==> config.mk <==
export PLATFORM = sky130hd
export DESIGN_NAME = ntt_operand_switch_flat
export DESIGN_NICKNAME = d
export VERILOG_FILES = /design/src/rtl/ntt_operand_switch_pkg.sv /design/src/rtl/ntt_operand_switch_if.sv /design/src/rtl/ntt_operand_switch_decode.sv /design/src/rtl/ntt_operand_switch.sv /design/src/flat_wrapper.sv
export SDC_FILE = /design/constraint.sdc
export NUM_CORES = 1
export LEC_CHECK = 0
export CORE_UTILIZATION = 35
export DETAILED_ROUTE_END_ITERATION = 8
export HOLD_SLACK_MARGIN = 0.15
export PLACE_DENSITY_LB_ADDON = 0.12
export SLEW_MARGIN = 10
export SYNTH_ARGS = -nofsm -noshare
export SYNTH_HDL_FRONTEND = slang
export SYNTH_SLANG_ARGS = --single-unit
==> constraint.sdc <==
create_clock -name clk -period 4.25 [get_ports clk]
set_clock_uncertainty 0.05 [all_clocks]
set_input_delay 0.85 -clock clk [delete_from_list [all_inputs] [get_ports clk]]
set_output_delay 0.85 -clock clk [all_outputs]
set_load 0.005 [all_outputs]
==> src/rtl/ntt_operand_switch_pkg.sv <==
// ntt_pkg: constants shared by the Kyber NTT operand-switch slice.
//   MODE_NTT / MODE_INTT : values of the schedule-select bit
//   DATA_W               : default coefficient width
//   KYBER_N              : polynomial length of the Kyber ring
package ntt_pkg;

   localparam logic MODE_NTT  = 1'b0;
   localparam logic MODE_INTT = 1'b1;

   localparam int DATA_W  = 16;
   localparam int KYBER_N = 256;

endpackage : ntt_pkg

==> src/rtl/ntt_operand_switch_if.sv <==
// ntt_operand_switch_if: pass-control and operand bus of the operand switch.
//   start/mode/stage  : pass control from the sequencer
//   in_valid/a/b      : operand streams from the coefficient memory
//   busy              : pass in progress
//   out_valid/c/done  : registered selected operand to the butterfly
// Modports: master drives control and operands, slave is the switch.
interface ntt_operand_switch_if
   import ntt_pkg::*;
#(
   parameter int DATA_W = ntt_pkg::DATA_W,
   parameter int LOOP_W = 6
);

   localparam int STAGE_W = (LOOP_W > 1) ? $clog2(LOOP_W) : 1;

   logic               start;
   logic               mode;
   logic [STAGE_W-1:0] stage;
   logic               in_valid;
   logic [DATA_W-1:0]  a;
   logic [DATA_W-1:0]  b;
   logic               busy;
   logic               out_valid;
   logic [DATA_W-1:0]  c;
   logic               done;

   modport master (
      output start, mode, stage, in_valid, a, b,
      input  busy, out_valid, c, done
   );

   modport slave (
      input  start, mode, stage, in_valid, a, b,
      output busy, out_valid, c, done
   );

endinterface : ntt_operand_switch_if

==> src/rtl/ntt_operand_switch_decode.sv <==
// ntt_switch_decode: combinational beat decoder of the operand switch.
//   beat   : index of the beat being accepted
//   mode   : latched schedule (NTT / INTT)
//   stage  : latched, already clamped, switch-bit index
//   enable : beat is past the zero-forced prefix
//   switch : 1 selects operand b, 0 selects operand a
module ntt_switch_decode
   import ntt_pkg::*;
#(
   parameter int LOOP_W      = 6,
   parameter int ENABLE_FROM = 26,
   parameter int STAGE_W     = (LOOP_W > 1) ? $clog2(LOOP_W) : 1
) (
   input  logic [LOOP_W-1:0]  beat,
   input  logic               mode,
   input  logic [STAGE_W-1:0] stage,
   output logic               enable,
   output logic               switch
);

   localparam int BEATS = 2 ** LOOP_W;

   // Constant thresholds are split out so no comparison degenerates
   // into an always-true / always-false unsigned compare.
   generate
      if (ENABLE_FROM <= 0) begin : g_en_all
         assign enable = 1'b1;
      end else if (ENABLE_FROM >= BEATS) begin : g_en_none
         assign enable = 1'b0;
      end else begin : g_en_cmp
         assign enable = (beat >= LOOP_W'(ENABLE_FROM));
      end
   endgenerate

   logic bit_s;

   // INTT takes b when the stage bit is set, NTT takes b when it is clear.
   always_comb begin
      bit_s  = beat[stage];
      switch = 1'b0;
      if (mode == MODE_INTT) begin
         switch = bit_s;
      end else begin
         switch = ~bit_s;
      end
   end

endmodule : ntt_switch_decode

==> src/rtl/ntt_operand_switch.sv <==
// ntt_operand_switch: registered operand router between coefficient memory
// and butterfly unit. Owns the beat counter of a pass, latches schedule and
// stage on start, and emits one selected operand per accepted beat, one
// cycle later, behind out_valid.
//   clk, rst : clock and synchronous active-high reset
//   bus      : ntt_operand_switch_if slave (control, operands, result)
module ntt_operand_switch
   import ntt_pkg::*;
#(
   parameter int DATA_W      = ntt_pkg::DATA_W,
   parameter int LOOP_W      = 6,
   parameter int ENABLE_FROM = 26
) (
   input logic                 clk,
   input logic                 rst,
   ntt_operand_switch_if.slave bus
);

   localparam int STAGE_W = (LOOP_W > 1) ? $clog2(LOOP_W) : 1;

   localparam logic [0:0] ST_IDLE = 1'b0;
   localparam logic [0:0] ST_RUN  = 1'b1;

   logic [0:0]         state_r;
   logic [LOOP_W-1:0]  beat_r;
   logic               mode_r;
   logic [STAGE_W-1:0] stage_r;
   logic               out_valid_r;
   logic [DATA_W-1:0]  c_r;
   logic               done_r;

   logic               accept_s;
   logic               last_s;
   logic [STAGE_W-1:0] stage_clamp_s;
   logic               enable_s;
   logic               switch_s;
   logic [DATA_W-1:0]  c_next_s;

   // A start cycle never accepts a beat, even in RUN.
   always_comb begin
      accept_s = (state_r == ST_RUN) && bus.in_valid && !bus.start;
      last_s   = (beat_r == {LOOP_W{1'b1}});
   end

   // Out-of-range stage requests fall back to the top counter bit.
   always_comb begin
      stage_clamp_s = bus.stage;
      if (32'(bus.stage) >= 32'(LOOP_W)) begin
         stage_clamp_s = STAGE_W'(LOOP_W - 1);
      end else begin
         stage_clamp_s = bus.stage;
      end
   end

   ntt_switch_decode #(
      .LOOP_W      (LOOP_W),
      .ENABLE_FROM (ENABLE_FROM),
      .STAGE_W     (STAGE_W)
   ) u_decode (
      .beat   (beat_r),
      .mode   (mode_r),
      .stage  (stage_r),
      .enable (enable_s),
      .switch (switch_s)
   );

   // AND-OR operand mux; a disabled beat yields zero.
   always_comb begin
      c_next_s = (bus.a & {DATA_W{enable_s & ~switch_s}})
               | (bus.b & {DATA_W{enable_s &  switch_s}});
   end

   // Pass FSM, beat counter and start-time latches.
   always_ff @(posedge clk) begin
      if (rst) begin
         state_r <= ST_IDLE;
         beat_r  <= '0;
         mode_r  <= MODE_NTT;
         stage_r <= '0;
      end else if (bus.start) begin
         state_r <= ST_RUN;
         beat_r  <= '0;
         mode_r  <= bus.mode;
         stage_r <= stage_clamp_s;
      end else if (accept_s) begin
         if (last_s) begin
            state_r <= ST_IDLE;
            beat_r  <= '0;
         end else begin
            beat_r  <= beat_r + LOOP_W'(1);
         end
      end
   end

   // Output register: c only moves on an accept, so it holds otherwise.
   always_ff @(posedge clk) begin
      if (rst) begin
         out_valid_r <= 1'b0;
         c_r         <= '0;
         done_r      <= 1'b0;
      end else begin
         out_valid_r <= accept_s;
         done_r      <= accept_s && last_s;
         if (accept_s) begin
            c_r <= c_next_s;
         end
      end
   end

   assign bus.busy      = state_r;
   assign bus.out_valid = out_valid_r;
   assign bus.c         = c_r;
   assign bus.done      = done_r;

endmodule : ntt_operand_switch
==> src/flat_wrapper.sv <==
// flat-port wrapper written by rule: the top's interface ports become plain ports
module ntt_operand_switch_flat import ntt_pkg::*;
#(
   parameter int DATA_W      = ntt_pkg::DATA_W,
   parameter int LOOP_W      = 6,
   parameter int ENABLE_FROM = 26
)
  (clk, rst, bus_start, bus_mode, bus_stage, bus_in_valid, bus_a, bus_b, bus_busy, bus_out_valid, bus_c, bus_done);
  ntt_operand_switch_if #(.DATA_W(DATA_W), .LOOP_W(LOOP_W)) bus_i ();
  input logic clk;
  input logic rst;
  input wire logic [$bits(bus_i.start)-1:0] bus_start;
  input wire logic [$bits(bus_i.mode)-1:0] bus_mode;
  input wire logic [$bits(bus_i.stage)-1:0] bus_stage;
  input wire logic [$bits(bus_i.in_valid)-1:0] bus_in_valid;
  input wire logic [$bits(bus_i.a)-1:0] bus_a;
  input wire logic [$bits(bus_i.b)-1:0] bus_b;
  output wire logic [$bits(bus_i.busy)-1:0] bus_busy;
  output wire logic [$bits(bus_i.out_valid)-1:0] bus_out_valid;
  output wire logic [$bits(bus_i.c)-1:0] bus_c;
  output wire logic [$bits(bus_i.done)-1:0] bus_done;
  assign bus_i.start = bus_start;
  assign bus_i.mode = bus_mode;
  assign bus_i.stage = bus_stage;
  assign bus_i.in_valid = bus_in_valid;
  assign bus_i.a = bus_a;
  assign bus_i.b = bus_b;
  assign bus_busy = bus_i.busy;
  assign bus_out_valid = bus_i.out_valid;
  assign bus_c = bus_i.c;
  assign bus_done = bus_i.done;
  ntt_operand_switch #(.DATA_W(DATA_W), .LOOP_W(LOOP_W), .ENABLE_FROM(ENABLE_FROM)) u_core (.clk(clk), .rst(rst), .bus(bus_i));
endmodule
Word level (Yosys, flattened, before mapping)

Index checks and enable logic that the tools add are counted.

Logic and storage cells: 35
Register bits after elaboration: 29
Output and inout bits: 19
Bits of input ports: 40

Eq/ne operators: 1
Bitwise gates (word level): 7
Magnitude comparators: 3
Add/sub/neg operators: 1
Reductions and logical operators: 8
Muxes and demuxes: 8

Operators with widths:

| cell                | count |
|---|---|
| $and 16x16->16      | 2 |
| $or 16x16->16       | 1 |
| $add 6x1->6 const B | 1 |
| $eq 6x6->1 const B  | 1 |
| $ge 6x5->1 const B  | 1 |
| $mux 6              | 1 |
| $mux 1              | 5 |
| $lt 3x4->1 const B  | 1 |
| $reduce_bool 2->1   | 2 |
| $bmux 1 s3          | 1 |
| $ge 3x3->1 const B  | 1 |
| $logic_and 1x1->1   | 3 |
| $mux 3              | 1 |
| $and 1x1->1         | 2 |
| $not 1->1           | 2 |
| $reduce_and 2->1    | 1 |
| $reduce_or 2->1     | 1 |
| $logic_not 1->1     | 1 |

Longest topological paths before layout

Gate-level depths: netlist (run 1).

Depth after elaboration: 8
Depth in mapped cells: 8
Mapped depth without buffers: 7

Cells and area by module

A second synthesis (run 1) with hierarchy kept.

Cells, all modules: 165
Area, all modules: 1441.4 um^2

Modules (own cells, without submodules):

| module             | sequential area each (um^2) | cells an instance | times used | area an instance (um^2) |
|---|---|---|---|---|
| ntt_operand_switch | 580.6                       | 149               | 1          | 1320.0 |
| ntt_switch_decode  | 0.0                         | 16                | 1          | 121.4 |

Worst setup path before layout (run 1)

OpenSTA, ideal clock, no wires.

Path kind: input port to flip-flop
Start: input bus_start
End: register u_core.c_r[15], in the netlist u_core.bus.c[15]
Stages on the path: 5
Arrival: 1837 ps
Setup time: 120 ps
Setup slack: 2244 ps
Buffers on the path: 3
Data required time: 4080 ps
Cell sequence: nand3b_1 clkbuf_8 buf_6 buf_6 a211o_1

Word-level cells in the longest chain between the ends: 2

Ends and longest elaborated chain:

| element                | line                      | text |
|---|---|---|
| start: declaration     | flat_wrapper.sv:12        | `input wire logic [$bits(bus_i.start)-1:0] bus_start;` |
| $logic_not 1->1        | ntt_operand_switch.sv:41  | `accept_s = (state_r == ST_RUN) && bus.in_valid && !bus.start;` |
| $logic_and 1x1->1      | ntt_operand_switch.sv:41  |  |
| end signal: assignment | ntt_operand_switch.sv:105 | `c_r <= c_next_s;` |
| end: declaration       | ntt_operand_switch.sv:29  | `logic [DATA_W-1:0] c_r;` |

Every way passes these cells.
A chain may end at the register's enable or synchronous reset.

Worst setup path after layout (run 1)

Start: input bus_start
End: register u_core.c_r[10], in the netlist u_core.bus.c[10]

The elaborated chain is that of the path after synthesis.

==> results of run 1 <==
final timing paths:
| check | from | end | slack [ns] | depth (start not counted) |
|---|---|---|---|---|
| setup / recovery | bus_start | u_core.bus.c[10]$_SDFFE_PP0P_ | 1.59 | 6 |
| hold reg to reg | u_core.beat_r[0]$_SDFFE_PP0P_ | u_core.beat_r[0]$_SDFFE_PP0P_ | 0.47 | 2 |
| setup reg to reg | u_core.beat_r[1]$_SDFFE_PP0P_ | u_core.bus.c[3]$_SDFFE_PP0P_ | 2.15 | 5 |
| hold / removal | u_core.beat_r[0]$_SDFFE_PP0P_ | u_core.beat_r[0]$_SDFFE_PP0P_ | 0.47 | 2 |
cell type report:
| type | count | share of cell area [%] |
|---|---|---|
| Multi-Input combinational cell | 137 | 38.5 |
| Timing Repair Buffer | 59 | 25.6 |
| Sequential cell | 29 | 25.2 |
| Clock buffer | 7 | 3.75 |
| Tap cell | 52 | 2.83 |
| Inverter | 17 | 2.77 |
| Clock inverter | 1 | 1.31 |
worst reg2reg max path, stage by stage, from the launching register on:
cell	delay (ns)
dfxtp_1	0.43
ha_1	0.19
nor3_1	0.05
o21bai_2	0.85
and4_2	0.39
a211o_1	0.09
placed cells by master, fill, tap and decap left out, types with 3 or more instances in the layout:
cell type        netlist  routed
a21oi_1               20      20
nand2_1                5       5
mux2i_1                7       7
clkdlybuf4s50_1        0      58
nor3_1                 7       7
dfxtp_1               29      29
clkbuf_8               2       6
nand3_1               17      17
inv_1                 17      17
a211o_1               16      16
xor2_1                 3       3
and4_1                14      14
nor2_1                25      25
nand3b_1               3       3
flip-flops by register name, summed over array words and instances, names as in the netlist:
signal and flops:
u_core.bus.c 16, u_core.beat_r 6, u_core.stage_r 3, u_core.bus.busy 1
u_core.bus.done 1, u_core.bus.out_valid 1, u_core.mode_r 1
per-layer routing:
layer | vias up | part of all wire [%] | global-route usage [%]
li1 | 805 | - | -
met1 | 675 | 52 | 23.4
met2 | 53 | 40 | 24.7
met3 | 6 | 6.8 | 5.19
met4 | 0 | 1.6 | 7.33
met5 | - | 0 | 0
through the flow:
step / std cells / total power [W]
2_1_floorplan: 196 / 0.000348
3_3_place_gp: 294 / 0.000398
3_5_place_dp: 294 / 0.000399
4_1_cts: 302 / 0.000701
5_1_grt: 302 / 0.000722
6_report: 302 / 0.000689
cells by family (layout without fill, tap and decap cells):
logic type               after synthesis  in the layout  share of synthesized area, %
buffers and inverters                 30             84                          10.7
adder cells (fa/ha/maj)                2              2                          1.53
flip-flops                            29             29                          35.4
XOR/XNOR                               4              4                          2.14
AO/OA/AOI/OAI                         39             39                          15.9
multiplexers                           7              7                          4.28
AND/OR/NAND/NOR                       85             85                          30.0
power groups by stage:
| stage | clock network, W | logic (W) | registers [W] |
|---|---|---|---|
| global placement | 0 | 0.000102 | 0.000297 |
| finish | 0.000295 | 0.000103 | 0.000291 |
| detailed placement | 0 | 0.000102 | 0.000297 |
| global route | 0.000318 | 0.000112 | 0.000292 |
| floorplan | 0 | 0.0000522 | 0.000296 |
| CTS | 0.000307 | 0.000103 | 0.000290 |
synth_stat cells:
library cell | number | area (µm²)
buf_6 | 5 | 56.3
mux2i_1 | 7 | 70.1
or2_2 | 1 | 6.26
clkbuf_1 | 5 | 18.8
nor2_1 | 25 | 93.8
and4_2 | 2 | 20.0
and3_1 | 1 | 6.26
inv_1 | 17 | 63.8
and4_1 | 14 | 123
and2b_2 | 1 | 8.76
xor2_1 | 3 | 26.3
a211oi_1 | 1 | 7.51
or3_1 | 1 | 6.26
clkbuf_8 | 2 | 27.5
nor3b_1 | 1 | 7.51
nor4_1 | 1 | 6.26
nand2b_1 | 1 | 6.26
nand4_1 | 2 | 12.5
o21ai_0 | 1 | 5.00
dfxtp_1 | 29 | 581
and3b_1 | 1 | 8.76
dlygate4sd1_1 | 1 | 8.76
nand3_1 | 17 | 85.1
ha_1 | 2 | 25.0
xnor2_1 | 1 | 8.76
nand2_1 | 5 | 18.8
or3b_1 | 1 | 8.76
nor3_1 | 7 | 35.0
nand3b_1 | 3 | 22.5
o21bai_1 | 1 | 7.51
a21oi_1 | 20 | 100
and4bb_4 | 1 | 16.3
a211o_1 | 16 | 140
==> reports/qor.yml, run 1 <==
timing:
  grt_setup_unrepaired: "no"
  slew_violations: 0
  worst_slack_ns: 1.59
  setup_viol: 0
  worst_slew_pin_slew_ns: 1.11
  min_period_over_period_pct: 62.5
  clock.fmax_mhz: 376
  hold_violations: 0
  holdWs_ns: 0.467
  maxSlewHeadroom_pct: 26.2
  fin_crit_ns: 2.66
  fin_tns_setup_ns: 0
synthesis:
  syn_inst: 196
  syn_area_per_cell_um2: 8.36
  yosysSeqAreaShare_pct: 35.4
  yosys.cell_types.count: 33
  synth-seq-cells: 29
  syn_nets: 238
  syn_area_um2: 1640
  ys.warnings.count: 0
drt:
  drc: 0
  wirelength_mm: 3.93
  dr.pass1.iters: 4
  via_count: 1539
  drt_iter0_markers: 96
  ant_nets: 0
  wl_per_cell_um: 13.0
  via_per_inst: 5.10
finish:
  nFillCells: 424
  drive_gt1_share_pct: 5.60
  utilization_pct: 52.1
  diodes: 0
  regArea_um2: 581
  multi_input_area_um2: 886
  fin_nets: 291
  syn2layout_area_growth_pct: 40.4
  final_area_um2: 2300
worst_setup_path:
  path_max_fanout: 36
  worstPathArrival_ns: 2.77
  worstPathRequired_ns: 4.37
  crit_chain: "clkdlybuf4s50_1 -> nand3b_1 -> buf_4 -> a21oi_1 -> and4_1 -> a211o_1"
  crit_path_end_kind: "flip-flop"
  critPathMaxStageDelay_ns: 0.74
  crit_type: "in2reg"
  start_kind: "primary input"
  crit_buf_inv: 2
  critical_path.slowest_cell: "clkdlybuf4s50_1"
  critPathTopFamily: "buffers and inverters"
floorplan:
  dieWidth_um: 70.4
  start_util_pct: 37.1
  die_h_um: 70.4
  rows: 24
  core_area_um2: 4410
  die_area_um2: 4960
  pin_count: 59
cts:
  cts.sinks: 29
  htreeDepth: 2
  cts_setup_buffers: 0
  clk_pin_slew_ns: 0.06
  numCtsBuffers: 5
  cts_tree: "done"
  cts_root_buf: "clkbuf_8"
  cts_resized: 0
  clockBufferDepth: 2
  insertion_delay_ns: 0.28
  cts-hold-fix-buffers: 0
power:
  leakage_nw: 0.965
  p_seq_share_pct: 42.2
  clockPowerShare_pct: 42.9
  power_density_nw_per_um2: 299
  p_sw_share_pct: 22.4
  vdd_ir_drop_max_uv: 144
  p_int_w: 0.000534
  power_frac_comb_pct: 14.9
  p_sw_w: 0.000154
job:
  cap_violations: 0
grt:
  grt_max_degree: 37
  grt_pass1_wl_mm: 6.72
  grt_overflow: 0
  grt_pass1_vias: 1486
  grt_antenna_before_repair: 0
  track_usage_pct: 17.1
min_path:
  hold_class: "reg2reg"
placement:
  post-place-ws_ns: 1.30
  hpwl_mm: 2.59
  port_buffers: 58
  gp_congestion: 0.750
  dpl_cell_area_um2: 2180
status:
  status: "finished, final reports clean"
Power figures use the tool's default switching activity.
==> inputs of run 2 (changes only) <==
- clock period: 4.25 -> 2.2 ns (I/O delays scaled with it)
==> run 2 against run 1 <==
  * Sequential power grew 93%
  * Combinational power grew 97%
  * First-iteration DRC count shrank 25%
  * Hold slack lost 0.0052 ns
  * Count of clock-buffer cells in the layout is the same
  * Core utilization grew 1.1 points
  * Clock power grew 93%
  * Final cell count grew 0.66%
  * Routed wire length shrank 3.4%
  * Critical path type is now reg2reg
==> reports/qor.yml, run 2 (same netlist as run 1, synthesis figures left out) <==
finish:
  nFillCells: 424
  final_cell_mix: "clkdlybuf4s50_1 (58), dfxtp_1 (29), nor2_1 (25)"
  diodes: 0
  drive_gt1_share_pct: 6.35
  mostFrequentLayoutCell: "clkdlybuf4s50_1"
  syn2layout_area_growth_pct: 43.3
  regArea_um2: 581
  largest_reg_flops: 16
  fin_nets: 293
  multi_input_area_um2: 893
drt:
  ant_nets: 0
  via_count: 1578
  wl_per_cell_um: 12.5
  wirelength_mm: 3.79
  dr.pass1.iters: 4
  drc: 0
  drt_iter0_markers: 72
  via_per_inst: 5.19
min_path:
  hold_class: "reg2reg"
  worstHoldPathCells: 2
power:
  p_seq_share_pct: 42.0
  p_int_w: 0.00104
  power_density_nw_per_um2: 569
  p_sw_w: 0.000297
  vdd_ir_drop_max_uv: 281
  clockPowerShare_pct: 42.7
  leakage_nw: 0.984
  power_frac_comb_pct: 15.2
  p_sw_share_pct: 22.2
  total_power_w: 0.00134
floorplan:
  die_area_um2: 4960
  pin_count: 59
  start_util_pct: 37.1
  rows: 24
  die_h_um: 70.4
  dieWidth_um: 70.4
  core_area_um2: 4410
cts:
  cts_setup_buffers: 0
  insertion_delay_ns: 0.28
  htreeDepth: 2
  cts_tree: "done"
  clk_pin_slew_ns: 0.07
  cts.sinks: 29
  numCtsBuffers: 5
  cts_root_buf: "clkbuf_8"
  clockBufferDepth: 2
grt:
  grt_pass1_vias: 1388
  grt_antenna_before_repair: 0
  grt_max_degree: 37
  grt_overflow: 0
  track_usage_pct: 15.6
  grt_pass1_wl_mm: 6.20
worst_setup_path:
  crit_path_end_kind: "flip-flop"
  reg2reg_depth: 5
  crit_type: "reg2reg"
  worstPathRequired_ns: 2.32
  worstPathArrival_ns: 2.10
  start_kind: "flip-flop"
  path_max_fanout: 32
placement:
  hpwl_mm: 2.51
  port_buffers: 58
  gp_congestion: 0.831
timing:
  clock.fmax_mhz: 506
  grt_setup_unrepaired: "no"
  slew_violations: 0
  maxSlewHeadroom_pct: 58.0
  fin_tns_setup_ns: 0
  hold_violations: 0
  worst_slew_pin_slew_ns: 0.628
  setup_viol: 0
  fin_crit_ns: 1.98
  min_period_over_period_pct: 89.9
status:
  status: "finished, final reports clean"
job:
  cap_violations: 0
==> run 2: timing repair <==
| item | in CTS | in global routing |
|---|---|---|
| resized for setup | 0 | 1 |
| hold buffers | 0 | 0 |
| endpoints found under the setup margin | 0 | 7 |
| endpoints found under the hold margin | 0 | 0 |
==> run 2: through the flow <==
| stage | cell area (µm²) | hold slack [ns] | cells | util, % | setup slack, ns |
|---|---|---|---|---|---|
| after global placement | 2220 | 0.441 | 296 | 50.4 | 0.198 |
| after CTS | 2340 | 0.465 | 304 | 53.0 | 0.177 |
| after detailed placement | 2220 | 0.455 | 296 | 50.4 | 0.185 |
| final | 2350 | 0.462 | 304 | 53.2 | 0.222 |
| after floorplan | 1640 | 0.423 | 196 | - | 0.466 |
| after global routing | 2350 | 0.497 | 304 | 53.2 | 0.112 |
==> run 2: layout make-up <==
| class | count | area share, % |
|---|---|---|
| clock buffer | 7 | 3.68 |
| clock inverter | 1 | 1.28 |
| inverter | 17 | 2.72 |
| multi-input combinational | 137 | 38.1 |
| sequential | 29 | 24.7 |
| tap | 52 | 2.77 |
| timing repair buffer | 61 | 26.8 |
==> run 2: worst max-delay path, cell delays in order, from the launching register on <==
cell and delay, ns:
dfxtp_1 0.43, mux2i_1 0.29, mux2i_1 0.24, and4bb_4 0.48
nor2_1 0.10, a211o_1 0.28
==> run 2: worst paths after layout <==
path	slack [ns]	to	from
worst max register to register	0.22	u_core.bus.c[4]$_SDFFE_PP0P_	u_core.stage_r[2]$_SDFFE_PP0P_
worst min register to register	0.46	u_core.beat_r[0]$_SDFFE_PP0P_	u_core.beat_r[0]$_SDFFE_PP0P_
worst max-delay path	0.22	u_core.bus.c[4]$_SDFFE_PP0P_	u_core.stage_r[2]$_SDFFE_PP0P_
worst min-delay path	0.46	u_core.beat_r[0]$_SDFFE_PP0P_	u_core.beat_r[0]$_SDFFE_PP0P_
==> run 2: metal layers <==
layer	part of all wire (%)	GRT usage, %	vias up
met2	43	23.6	50
met1	50	20.5	715
li1	-	-	808
met3	6.2	5.05	5
met5	0	0	-
met4	1.3	6.00	0
==> run 2: power groups by stage <==
| stage | Combinational [W] | Sequential [W] | Clock [W] |
|---|---|---|---|
| floorplan | 0.000101 | 0.000571 | 0 |
| global placement | 0.000205 | 0.000572 | 0 |
| detailed placement | 0.000204 | 0.000573 | 0 |
| CTS | 0.000205 | 0.000561 | 0.000588 |
| global route | 0.000222 | 0.000564 | 0.000604 |
| finish | 0.000203 | 0.000561 | 0.000570 |
